$ cat src/rtl/i2c_codec_responder.sv
// i2c_codec_responder
// Codec-side I2C write target modelled on the WM8731 control port. Receives
// [DEV_ADDR,W] [reg[6:0],data[8]] [data[7:0]] frames, acknowledges each byte
// and reports each completed register write as a one-cycle strobe.
// Optional feature macro: I2C_RESP_GLITCH_FILTER_EN adds a 3-sample majority
// filter after the synchronizers (detection latency 5 cycles instead of 3).
module i2c_codec_responder #(
    parameter logic [6:0] DEV_ADDR = 7'h1A
) (
    input  logic       i_clk,
    input  logic       i_rst_n,
    input  logic       i_scl,
    input  logic       i_sda,
    output logic       o_sda_oen,
    output logic       o_wr_valid,
    output logic [6:0] o_wr_addr,
    output logic [8:0] o_wr_data,
    output logic       o_busy,
    output logic       o_err
);

    typedef enum logic [2:0] {
        IDLE   = 3'd0,
        ADDR   = 3'd1,
        ACK_A  = 3'd2,
        BYTE1  = 3'd3,
        ACK_1  = 3'd4,
        BYTE2  = 3'd5,
        ACK_2  = 3'd6,
        IGNORE = 3'd7
    } state_t;

    // Bit 0 carries SCL, bit 1 carries SDA through the input conditioning.
    logic [1:0] pin_w;
    logic [1:0] line_w;
    logic [1:0] prev_q;

    assign pin_w = {i_sda, i_scl};

    generate
        for (genvar gi = 0; gi < 2; gi++) begin : g_line
            logic s1_q;
            logic s2_q;

            // Two-flop synchronizer; resets to the idle-bus level.
            always_ff @(posedge i_clk or negedge i_rst_n) begin
                if (!i_rst_n) begin
                    s1_q <= 1'b1;
                    s2_q <= 1'b1;
                end else begin
                    s1_q <= pin_w[gi];
                    s2_q <= s1_q;
                end
            end

`ifdef I2C_RESP_GLITCH_FILTER_EN
            logic [2:0] hist_q;

            // Three-sample history feeding the majority vote.
            always_ff @(posedge i_clk or negedge i_rst_n) begin
                if (!i_rst_n) begin
                    hist_q <= 3'b111;
                end else begin
                    hist_q <= {hist_q[1:0], s2_q};
                end
            end

            assign line_w[gi] = (hist_q[0] & hist_q[1]) |
                                (hist_q[0] & hist_q[2]) |
                                (hist_q[1] & hist_q[2]);
`else
            assign line_w[gi] = s2_q;
`endif
        end
    endgenerate

    // Previous conditioned level of SCL/SDA for edge detection.
    always_ff @(posedge i_clk or negedge i_rst_n) begin
        if (!i_rst_n) begin
            prev_q <= 2'b11;
        end else begin
            prev_q <= line_w;
        end
    end

    logic scl_w, sda_w, scl_prev_w, sda_prev_w;
    logic start_w, stop_w, scl_rise_w, scl_fall_w;
    logic committed_w;

    assign scl_w      = line_w[0];
    assign sda_w      = line_w[1];
    assign scl_prev_w = prev_q[0];
    assign sda_prev_w = prev_q[1];

    // START/STOP require SCL high on both samples so an SDA move around an
    // SCL edge is never mistaken for a bus condition.
    assign start_w    = scl_w & scl_prev_w & sda_prev_w & ~sda_w;
    assign stop_w     = scl_w & scl_prev_w & ~sda_prev_w & sda_w;
    assign scl_rise_w = scl_w & ~scl_prev_w;
    assign scl_fall_w = ~scl_w & scl_prev_w;

    state_t      state_q, state_d;
    logic [2:0]  cnt_q, cnt_d;
    logic        done_q, done_d;
    logic [7:0]  shreg_q, shreg_d;
    logic [7:0]  byte1_q, byte1_d;
    logic        valid_q, valid_d;
    logic [6:0]  wr_addr_q, wr_addr_d;
    logic [8:0]  wr_data_q, wr_data_d;
    logic        busy_q, busy_d;
    logic        err_q, err_d;

    // Address has been acknowledged but the write is not yet committed.
    assign committed_w = (state_q == BYTE1) || (state_q == ACK_1) ||
                         (state_q == BYTE2) || (state_q == ACK_2);

    // State and datapath registers.
    always_ff @(posedge i_clk or negedge i_rst_n) begin
        if (!i_rst_n) begin
            state_q   <= IDLE;
            cnt_q     <= 3'd0;
            done_q    <= 1'b0;
            shreg_q   <= 8'd0;
            byte1_q   <= 8'd0;
            valid_q   <= 1'b0;
            wr_addr_q <= 7'd0;
            wr_data_q <= 9'd0;
            busy_q    <= 1'b0;
            err_q     <= 1'b0;
        end else begin
            state_q   <= state_d;
            cnt_q     <= cnt_d;
            done_q    <= done_d;
            shreg_q   <= shreg_d;
            byte1_q   <= byte1_d;
            valid_q   <= valid_d;
            wr_addr_q <= wr_addr_d;
            wr_data_q <= wr_data_d;
            busy_q    <= busy_d;
            err_q     <= err_d;
        end
    end

    // Next-state logic: bus conditions first, then bit shifting and ACK slots.
    always_comb begin
        state_d   = state_q;
        cnt_d     = cnt_q;
        done_d    = done_q;
        shreg_d   = shreg_q;
        byte1_d   = byte1_q;
        valid_d   = 1'b0;
        wr_addr_d = wr_addr_q;
        wr_data_d = wr_data_q;
        busy_d    = busy_q;
        err_d     = 1'b0;

        if (start_w) begin
            state_d = ADDR;
            cnt_d   = 3'd0;
            done_d  = 1'b0;
            busy_d  = 1'b1;
            err_d   = committed_w;
        end else if (stop_w) begin
            state_d = IDLE;
            cnt_d   = 3'd0;
            done_d  = 1'b0;
            busy_d  = 1'b0;
            err_d   = committed_w;
        end else begin
            case (state_q)
                ADDR, BYTE1, BYTE2: begin
                    if (scl_rise_w && !done_q) begin
                        shreg_d = {shreg_q[6:0], sda_w};
                        cnt_d   = cnt_q + 3'd1;
                        if (cnt_q == 3'd7) begin
                            done_d = 1'b1;
                        end
                    end else if (scl_fall_w && done_q) begin
                        // Eighth bit is complete: the falling edge opens the ACK slot.
                        done_d = 1'b0;
                        cnt_d  = 3'd0;
                        case (state_q)
                            ADDR:    state_d = (shreg_q == {DEV_ADDR, 1'b0}) ? ACK_A : IGNORE;
                            BYTE1: begin
                                byte1_d = shreg_q;
                                state_d = ACK_1;
                            end
                            default: state_d = ACK_2;
                        endcase
                    end
                end
                ACK_A: begin
                    if (scl_fall_w) begin
                        state_d = BYTE1;
                    end
                end
                ACK_1: begin
                    if (scl_fall_w) begin
                        state_d = BYTE2;
                    end
                end
                ACK_2: begin
                    if (scl_fall_w) begin
                        valid_d   = 1'b1;
                        wr_addr_d = byte1_q[7:1];
                        wr_data_d = {byte1_q[0], shreg_q};
                        state_d   = IGNORE;
                    end
                end
                default: begin
                end
            endcase
        end
    end

    // SDA is pulled low only while in an ACK slot; async reset releases it at once.
    assign o_sda_oen  = (state_q == ACK_A) || (state_q == ACK_1) || (state_q == ACK_2);
    assign o_wr_valid = valid_q;
    assign o_wr_addr  = wr_addr_q;
    assign o_wr_data  = wr_data_q;
    assign o_busy     = busy_q;
    assign o_err      = err_q;

endmodule

$ cat config.mk
export PLATFORM = sky130hd
export DESIGN_NAME = i2c_codec_responder
export DESIGN_NICKNAME = d
export VERILOG_FILES = /design/src/rtl/i2c_codec_responder.sv
export SDC_FILE = /design/constraint.sdc
export NUM_CORES = 1
export LEC_CHECK = 0
export CORE_ASPECT_RATIO = 0.9
export CORE_MARGIN = 8
export CORE_UTILIZATION = 34
export CTS_BUF_LIST = sky130_fd_sc_hd__clkbuf_8
export CTS_CLUSTER_DIAMETER = 30
export DETAILED_ROUTE_END_ITERATION = 10
export MAX_ROUTING_LAYER = met4
export PLACE_DENSITY = 0.56
export SLEW_MARGIN = 40
export SYNTH_ARGS = -nofsm -noshare
export SYNTH_HDL_FRONTEND = slang
export SYNTH_SLANG_ARGS = --single-unit
$ cat constraint.sdc
create_clock -name i_clk -period 1.85 [get_ports i_clk]
set_clock_uncertainty 0.15 [all_clocks]
set_input_delay 0.37 -clock i_clk [delete_from_list [all_inputs] [get_ports i_clk]]
set_output_delay 0.37 -clock i_clk [all_outputs]
set_load 0.03 [all_outputs]
==> results of run 1 <==
timing repair:
action | 4_1_cts | 5_1_grt
hold buffers | 1 | 0
hold endpoints to repair | 42 | 0
setup endpoints to repair | 17 | 13
gates resized for setup | 17 | 3
buffers inserted | 0 | 3
power by group through the flow:
stage               Clock, mW  Sequential [mW]  Combinational (mW)
floorplan                   0             1.27               0.186
global placement            0             1.31               0.264
detailed placement          0             1.32               0.279
CTS                     0.784             1.30               0.282
global route            0.832             1.32               0.323
finish                  0.754             1.30               0.284
path summary, 6_finish.rpt:
check	from	end	slack, ps	cells after the start
min in group asynchronous	i_rst_n	o_err$_DFF_PN0_	440	3
min reg2reg	g_line[1].s1_q$_DFF_PN1_	g_line[1].s2_q$_DFF_PN1_	210	0
max	o_wr_valid$_DFF_PN0_	o_wr_valid	40	1
min	g_line[1].s1_q$_DFF_PN1_	g_line[1].s2_q$_DFF_PN1_	210	0
max in group asynchronous	i_rst_n	g_line[1].s2_q$_DFF_PN1_	830	3
max reg2reg	prev_q[0]$_DFF_PN1_	byte1_q[3]$_DFFE_PN0P_	50	4
registers in the layout (all words and copies together) (netlist names):
signal       flops
byte1_q          8
cnt_q            3
done_q           1
g_line.s1_q      2
g_line.s2_q      2
o_busy           1
o_err            1
o_wr_addr        7
o_wr_data        9
o_wr_valid       1
prev_q           2
shreg_q          8
state_q          3
layer usage:
layer  vias up  share of wire  GRT usage
met5         -              0          -
met4         0          0.016     0.0425
met3         5          0.042     0.0267
met2        25           0.50      0.152
met1       627           0.44      0.128
li1        585              -          -
layout make-up:
type	instances	area (µm²)
flip-flops and latches	48	1210
clock buffers	5	68.8
multi-input cells	92	678
clock inverters	3	47.5
well taps	70	87.6
inverters	2	7.51
repair buffers	34	327
fillers	513	3140
logic make-up after synthesis:
family / after synthesis / share of synthesized area
mux: 25 / 0.147
fa+ha+maj: 2 / 0.0130
simple gates: 51 / 0.137
buf+inv: 8 / 0.0222
xor+xnor: 2 / 0.00913
compound gates: 12 / 0.0418
flops: 48 / 0.630
cells in the final DEF, fill, tap and decap left out, types with 2 or more instances in the layout:
cell,synthesis,layout
dfrtp_1,42,42
buf_4,0,8
nand4_1,2,2
o21ai_0,2,2
and2_1,2,2
xnor2_1,2,2
inv_1,2,2
a21oi_1,4,4
nor3_1,4,3
nor2_1,7,7
a22o_1,2,2
nand2_1,25,25
buf_12,0,3
mux2_2,25,25
clkbuf_8,0,5
dlygate4sd2_1,0,17
clkdlybuf4s50_1,0,3
clkinv_4,0,2
ha_1,2,2
dfstp_2,6,6
stage by stage:
stage                util  instances  total power [mW]  hold slack [ps]
floorplan               -        148              1.46            -75.6
global route        0.436        254              2.47              211
global placement    0.410        242              1.57              195
CTS                 0.429        251              2.37              209
detailed placement  0.410        242              1.60              197
finish              0.436        254              2.34              208
==> results by group, run 1 <==
STA
  • Post-route minimum period: 1810 ps
  • Relative slew slack: 0.790
  • Final setup margin: 38.6 ps
  • Final setup violation count: 0
  • Max Clk Rate: 552 MHz
  • Pins over their slew limit: 0
  • Final setup TNS: 0 ps
  • Hold Vio Cnt, Final: 0
  • Final period util: 0.979
  • Transition time of the tightest slew-check pin: 311 ps
  • RSZ-0062 raised after global routing: no

Synth
  • Number of synthesized flops with an enable pin: 0
  • Post-synth cell types: 32
  • Synth area leader: dfrtp_1
  • Mapped Area: 1920 µm²
  • Synthesized Nets: 154
  • Top cell type's share of synthesized area: 0.548
  • Synth warnings: 0
  • Most numerous cell in the Yosys netlist: dfrtp_1
  • Synth Register Bits: 48
  • Seq/Total Area, Yosys: 0.630
  • Post-synth top flop: dfrtp_1
  • Syn_area_per_cell: 13.0 µm²
  • Mapped Cells: 148
  • Top post-synthesis cells by count: dfrtp_1, mux2_2, nand2_1, nor2_1, dfstp_2
  • Fraction of registers with async set/reset: 1.00
  • Synth top area cells: dfrtp_1, mux2_2, dfstp_2

Floorplan
  • Placeable core area: 5560 µm²
  • Die ar.: 8300 µm²
  • Chip Height: 87.3 µm
  • Rows: 26
  • I/O pins: 24
  • Starting Density: 0.345
  • Die Span X: 95.2 µm

Finish
  • Layout Nets: 189
  • Finished layout cell area: 2420 µm²
  • Area grow syn2layout: 26.4%
  • # diodes: 0
  • Layout cells sized above 1: 0.299

Critical path
  • Setup crit end kind: output pin
  • Critical Path Source Type: flip-flop
  • Buffers & Inverters on Critical Path: 1
  • Crit Path Class: reg2out
  • CP Max Fanout: 1
  • Family with the most delay on the worst path: buffers and inverters
  • Max incr delay on CP: 660 ps
  • Critical Path, Cell by Cell: clkdlybuf4s50_1
  • WP data required: 1330 ps
  • Crit-path slowest cell: clkdlybuf4s50_1
  • CP arrival: 1290 ps

Route
  • Detailed router's first-iteration violation count: 120
  • DR pass1 iterations: 4
  • Via density: 4.89
  • Total wire length: 3.85 mm
  • Wirelength per Cell: 15.1 µm
  • Final ANT Viol Nets: 0
  • # DRC: 0
  • Via Count: 1,242

Clocking
  • Max clock buf depth: 2
  • Clk Latency, worst-skew pair: 300 ps
  • Clock transition at the registers of the reported paths: 90 ps
  • CTS tree: built
  • Sink Count: 48
  • Num CTS Buffers: 5
  • CTS HTree Levels: 2
  • Clock Tree Root: clkbuf_8

Pwr
  • Clock power frac: 0.322
  • Switch share: 0.271
  • VDD IR max: 0.000433 V
  • Internal power: 1.71 mW
  • Combinational Power Share: 0.122
  • Lkg Pwr: 1.25 nW
  • Reg power frac: 0.556
  • P_sw: 0.633 mW
  • PwrDens: 964 nW/µm²

GRT
  • First-pass GRT wire length: 6.44 mm
  • GRT Total Usage: 0.102
  • Vias in the first global route: 1,253
  • Largest net degree at the start of global routing: 49
  • Antenna violations before repair: 0
  • Congestion Overflow GR: 0

Placed design
  • Placed inst area: 2280 µm²
  • Post-DP HPWL: 2.72 mm
  • Port bufs: 23
  • Dpl ws: 29.9 ps
  • GP Congestion: 0.875

Run
  • Max-cap violations: 0

Status
  • Outcome: complete, no violations

Worst hold path
  • Worst hold path type: reg2reg
No activity file was read; power rests on OpenSTA's default activity.
==> inputs of run 2 (changes only) <==
--- a/config.mk
+++ b/config.mk
@@ -12,7 +12,7 @@
 export CTS_CLUSTER_DIAMETER = 30
 export DETAILED_ROUTE_END_ITERATION = 10
 export MAX_ROUTING_LAYER = met4
-export PLACE_DENSITY = 0.56
+export PLACE_DENSITY = 0.54
 export SLEW_MARGIN = 40
 export SYNTH_ARGS = -nofsm -noshare
 export SYNTH_HDL_FRONTEND = slang
==> constraint.sdc (replaced) <==
create_clock -name i_clk -period 2.2 [get_ports i_clk]
set_clock_uncertainty 0.15 [all_clocks]
set_input_delay 0.44 -clock i_clk [delete_from_list [all_inputs] [get_ports i_clk]]
set_output_delay 0.44 -clock i_clk [all_outputs]
set_load 0.03 [all_outputs]
==> results by group, run 2 (synthesized netlist as in run 1, its figures left out) <==
Status
  • Outcome: complete, no violations (unchanged)

Route
  • DR WL met2: 1.82 mm (was 1.92 mm)
  • Detailed router's first-iteration violation count: 72 (was 120)
  • Via Count: 1,201 (was 1,242)
  • Highest metal used: met4 (unchanged)
  • DR pass1 iterations: 4 (unchanged)
  • Final ANT Viol Nets: 0 (unchanged)
  • DR WL met3: 129 µm (was 162 µm)
  • Wirelength per Cell: 14.7 µm (was 15.1 µm)
  • Via density: 4.84 (was 4.89)
  • Total wire length: 3.66 mm (was 3.85 mm)
  • Wl on met1: 1.65 mm (was 1.70 mm)
  • # DRC: 0 (unchanged)

Clocking
  • Max clock buf depth: 2 (unchanged)
  • Clock Tree Root: clkbuf_8 (unchanged)
  • Clk Latency, worst-skew pair: 300 ps (about the same)
  • Clock transition at the registers of the reported paths: 90 ps (about the same)
  • Sink Count: 48 (unchanged)
  • Num CTS Buffers: 5 (unchanged)
  • CTS tree: built (unchanged)
  • Setup bufs post-CTS: 0 (unchanged)
  • CTS HTree Levels: 2 (unchanged)

STA
  • Transition time of the tightest slew-check pin: 342 ps (was 311 ps)
  • Final setup TNS: 0 ps (unchanged)
  • WHS: 196 ps (was 208 ps)
  • RSZ-0062 raised after global routing: no (unchanged)
  • Final period util: 0.907
  • Final setup violation count: 0 (unchanged)
  • Pins over their slew limit: 0 (unchanged)
  • Max Clk Rate: 501 MHz
  • Relative slew slack: 0.770 (was 0.790)
  • Hold Vio Cnt, Final: 0 (unchanged)
  • Post-route minimum period: 1990 ps

Critical path
  • Critical Path Source Type: flip-flop (unchanged)
  • Crit Path Class: reg2out (unchanged)
  • CP arrival: 1400 ps (was 1290 ps)
  • CP Max Fanout: 8 (was 1)
  • Setup crit end kind: output pin (unchanged)
  • WP data required: 1610 ps (was 1330 ps)

Finish
  • Layout cells sized above 1: 0.258 (was 0.299)
  • Most frequent cells in the layout: dfrtp_1, nand2_1, mux2_2, clkdlybuf4s50_1, nor2_1 (was dfrtp_1, nand2_1, mux2_2, dlygate4sd2_1, buf_4)
  • Commonest non-fill, non-tap cell in the layout: dfrtp_1 (unchanged)
  • Layout Nets: 183 (was 189)
  • Max reg flops: 9 (unchanged)
  • # diodes: 0 (unchanged)
  • Fin util: 0.433 (was 0.436)
  • Area grow syn2layout: 25.4% (was 26.4%)

Placed design
  • Post-DP HPWL: 2.53 mm (was 2.72 mm)
  • Port bufs: 23 (unchanged)
  • GP Congestion: 0.896 (was 0.875)

Pwr
  • Internal power: 1.65 mW (was 1.71 mW)
  • Switch share: 0.240 (was 0.271)
  • VDD IR max: 0.000430 V (was 0.000433 V)
  • Clock power frac: 0.396 (was 0.322)
  • Reg power frac: 0.505 (was 0.556)
  • Combinational Power Share: 0.098 (was 0.122)
  • P_sw: 0.520 mW (was 0.633 mW)
  • Lkg Pwr: 1.13 nW (was 1.25 nW)
  • PwrDens: 900 nW/µm² (was 964 nW/µm²)

Worst hold path
  • Worst hold path type: reg2reg (unchanged)

GRT
  • First-pass GRT wire length: 6.17 mm (was 6.44 mm)
  • Antenna violations before repair: 0 (unchanged)
  • Vias in the first global route: 1,225 (was 1,253)
  • GRT Total Usage: 0.0995 (was 0.102)
  • Congestion Overflow GR: 0 (unchanged)
  • Largest net degree at the start of global routing: 49 (unchanged)

Floorplan
  • Chip Height: 87.3 µm (unchanged)
  • Rows: 26 (unchanged)
  • Placeable core area: 5560 µm² (unchanged)
  • Die ar.: 8300 µm² (unchanged)
  • Die Span X: 95.2 µm (unchanged)
  • I/O pins: 24 (unchanged)
  • Starting Density: 0.345 (unchanged)

Run
  • Max-cap violations: 0 (unchanged)
## run 2: critical path, stage by stage, from the launching register on
cell           delay [ps]
dfrtp_1               490
nor2_1                100
nor2_1                110
dlygate4sd2_1         410
## run 2: routing by layer
metal,vias to the layer above,track usage
li1,571,-
met1,602,0.124
met2,24,0.145
met3,4,0.0276
met4,0,0.0482
met5,-,-
## run 2: metrics by stage
stage	area [µm²]	power, mW	worst slack (ps)	std cells
finish	2410	2.17	205	248
floorplan	1920	1.22	241	148
global route	2410	2.28	142	248
global placement	2240	1.30	306	239
CTS	2410	2.19	201	248
detailed placement	2240	1.32	263	239
## run 2: path summary, 6_finish.rpt
path / depth (start not counted) / endpoint / slack (ps) / startpoint
hold / removal: 0 / g_line[1].s2_q$_DFF_PN1_ / 200 / g_line[1].s1_q$_DFF_PN1_
setup / recovery: 3 / o_sda_oen / 210 / state_q[1]$_DFFE_PN0P_
hold reg to reg: 0 / g_line[1].s2_q$_DFF_PN1_ / 200 / g_line[1].s1_q$_DFF_PN1_
min in group asynchronous: 3 / done_q$_DFFE_PN0P_ / 490 / i_rst_n
setup reg to reg: 4 / byte1_q[4]$_DFFE_PN0P_ / 330 / prev_q[0]$_DFF_PN1_
max in group asynchronous: 3 / g_line[0].s1_q$_DFF_PN1_ / 1140 / i_rst_n
## run 2: repair_timing
| item | 4_1_cts | 5_1_grt |
|---|---|---|
| hold endpoints to repair | 42 | 0 |
| hold buffers | 1 | 0 |
| gates resized for setup | 1 | 0 |
| endpoints found under the setup margin | 1 | 0 |
## run 2: area by class of cell
| class | count | area [µm²] |
|---|---|---|
| clock buffer | 5 | 68.8 |
| clock inverter | 3 | 90.1 |
| fill | 509 | 3160 |
| inverter | 2 | 7.51 |
| multi-input combinational | 92 | 667 |
| sequential | 48 | 1210 |
| tap | 70 | 87.6 |
| timing repair buffer | 28 | 277 |
## run 2: power by group through the flow
stage	clock, mW	sequential (mW)	combinational, mW
floorplan	0	1.07	0.154
detailed placement	0	1.11	0.214
finish	0.859	1.09	0.213
CTS	0.880	1.09	0.218
global placement	0	1.10	0.202
global route	0.922	1.11	0.246
==> inputs of run 3 (changes only) <==
--- a/config.mk
+++ b/config.mk
@@ -5,7 +5,8 @@
 export SDC_FILE = /design/constraint.sdc
 export NUM_CORES = 1
 export LEC_CHECK = 0
-export CORE_ASPECT_RATIO = 0.9
+export ABC_CLOCK_PERIOD_IN_PS = 2200
+export CORE_ASPECT_RATIO = 0.7
 export CORE_MARGIN = 8
 export CORE_UTILIZATION = 34
 export CTS_BUF_LIST = sky130_fd_sc_hd__clkbuf_8
==> results by group, run 3 (synthesized netlist as in run 1, its figures left out) <==
Critical path
  • Buffers & Inverters on Critical Path: 1 (unchanged)
  • Crit Path Class: reg2out (unchanged)
  • Family with the most delay on the worst path: flip-flops (unchanged)
  • CP arrival: 1390 ps (was 1400 ps)
  • CP Max Fanout: 8 (unchanged)
  • CP dominant cell by count: nor2_1 (unchanged)
  • Crit-path slowest cell: dfrtp_1 (unchanged)
  • Max incr delay on CP: 470 ps (was 490 ps)
  • Critical Path Source Type: flip-flop (unchanged)
  • WP data required: 1610 ps (about the same)
  • Critical Path, Cell by Cell: nor2_1 -> nor2_1 -> dlygate4sd2_1 (unchanged)
  • Setup crit end kind: output pin (unchanged)

Finish
  • Layout Nets: 182 (was 183)
  • Area grow syn2layout: 21.9% (was 25.4%)
  • Layout cells sized above 1: 0.254 (was 0.258)
  • Fillers: 543 (was 509)
  • Multi-input gate area: 667 µm² (unchanged)
  • Max reg flops: 9 (unchanged)
  • Most frequent cells in the layout: dfrtp_1, nand2_1, mux2_2, clkdlybuf4s50_1, nor2_1 (unchanged)
  • Sequential Area: 1210 µm² (unchanged)
  • # diodes: 0 (unchanged)
  • Commonest non-fill, non-tap cell in the layout: dfrtp_1 (unchanged)
  • Finished layout cell area: 2340 µm² (was 2410 µm²)

Clocking
  • CTS tree: built (unchanged)
  • Num CTS Buffers: 5 (unchanged)
  • Clock transition at the registers of the reported paths: 90 ps (about the same)
  • Max clock buf depth: 2 (unchanged)
  • CTS HTree Levels: 2 (unchanged)
  • Clk Latency, worst-skew pair: 300 ps (about the same)
  • Sink Count: 48 (unchanged)
  • Clock Tree Root: clkbuf_8 (unchanged)

Route
  • # DRC: 0 (unchanged)
  • Total wire length: 3.79 mm (was 3.66 mm)
  • Wirelength per Cell: 15.0 µm (was 14.7 µm)
  • Via Count: 1,215 (was 1,201)
  • Final ANT Viol Nets: 0 (unchanged)
  • Via density: 4.82 (was 4.84)
  • DR pass1 iterations: 4 (unchanged)
  • Detailed router's first-iteration violation count: 19 (was 72)

Status
  • Outcome: complete, no violations (unchanged)

Floorplan
  • Die Span X: 106 µm (was 95.2 µm)
  • Starting Density: 0.344 (was 0.345)
  • Chip Height: 78.8 µm (was 87.3 µm)
  • Placeable core area: 5580 µm² (was 5560 µm²)
  • Rows: 23 (was 26)
  • I/O pins: 24 (unchanged)
  • Die ar.: 8340 µm² (was 8300 µm²)

Placed design
  • Port bufs: 23 (unchanged)
  • Post-DP HPWL: 2.67 mm (was 2.53 mm)
  • GP Congestion: 0.775 (was 0.896)
  • Placed inst area: 2240 µm² (about the same)

Pwr
  • Lkg Pwr: 1.10 nW (was 1.13 nW)
  • PwrDens: 787 nW/µm² (was 900 nW/µm²)
  • VDD IR max: 0.000284 V (was 0.000430 V)
  • Total Power: 1.84 mW (was 2.17 mW)

GRT
  • First-pass GRT wire length: 6.47 mm (was 6.17 mm)
  • Vias in the first global route: 1,268 (was 1,225)
  • GRT Total Usage: 0.100 (was 0.0995)
  • Antenna violations before repair: 0 (unchanged)
  • Congestion Overflow GR: 0 (unchanged)
  • Largest net degree at the start of global routing: 26 (was 49)

STA
  • Final setup TNS: 0 ps (unchanged)
  • Max Clk Rate: 505 MHz (was 501 MHz)
  • Final period util: 0.900 (was 0.907)
  • Transition time of the tightest slew-check pin: 564 ps (was 342 ps)
  • Final setup violation count: 0 (unchanged)
  • Hold Vio Cnt, Final: 0 (unchanged)
  • Pins over their slew limit: 0 (unchanged)
  • RSZ-0062 raised after global routing: no (unchanged)
  • Post-route minimum period: 1980 ps (was 1990 ps)
  • Relative slew slack: 0.624 (was 0.770)

Worst hold path
  • Worst hold path type: reg2reg (unchanged)

Run
  • Max-cap violations: 0 (unchanged)
==> run 3: changes by cell type in the layout (fill, tap and decap cells not counted) <==
cell / before / now
buf_4: 3 / 2
bufinv_16: 3 / 0
clkbuf_8: 5 / 6
clkinv_2: 0 / 2
==> run 3: area by class of cell <==
class | instances | share of cell area
clock buffers | 6 | 0.0353
clock inverters | 2 | 0.00428
inverters | 2 | 0.00321
multi-input cells | 92 | 0.285
flip-flops and latches | 48 | 0.517
well taps | 75 | 0.0401
repair buffers | 27 | 0.115
==> run 3: what timing repair did <==
| action | 4_1_cts | 5_1_grt |
|---|---|---|
| endpoints found under the hold margin | 21 | 0 |
| endpoints found under the setup margin | 1 | 0 |
| hold buffers | 1 | 0 |
| gates resized for setup | 1 | 0 |
| setup buffers | 0 | 0 |
==> run 3: final timing paths <==
path,start,end,slack [ps],cells after the start
min in group asynchronous,i_rst_n,cnt_q[2]$_DFFE_PN0P_,510,2
worst min-delay path,g_line[1].s1_q$_DFF_PN1_,g_line[1].s2_q$_DFF_PN1_,210,0
worst min register to register,g_line[1].s1_q$_DFF_PN1_,g_line[1].s2_q$_DFF_PN1_,210,0
worst max register to register,prev_q[0]$_DFF_PN1_,byte1_q[5]$_DFFE_PN0P_,230,3
max in group asynchronous,i_rst_n,g_line[0].s2_q$_DFF_PN1_,790,3
worst max-delay path,state_q[1]$_DFFE_PN0P_,o_sda_oen,220,3
==> run 3: power breakdown <==
part / leakage, nW / total, mW / internal [mW] / switching (mW)
clock: 0.0510 / 0.532 / 0.251 / 0.281
combinational: 0.418 / 0.218 / 0.0996 / 0.119
sequential: 0.633 / 1.09 / 0.978 / 0.111
total: 1.10 / 1.84 / 1.33 / 0.511
==> run 3: layer usage <==
metal,GRT usage,part of all wire,wire [µm],vias up
met5,-,0,0,-
met4,0.0490,0.014,54,0
met3,0.0275,0.036,137,4
met2,0.150,0.49,1850,24
met1,0.124,0.46,1750,616
li1,-,-,-,571
==> run 3: stage by stage <==
step / hold slack [ps] / util / instances / setup slack [ps]
after floorplan: -5.59 / - / 148 / 241
after global routing: 218 / 0.419 / 252 / 133
after global placement: 195 / 0.401 / 243 / 306
after detailed placement: 197 / 0.401 / 243 / 251
after CTS: 210 / 0.419 / 252 / 218
final: 208 / 0.419 / 252 / 220
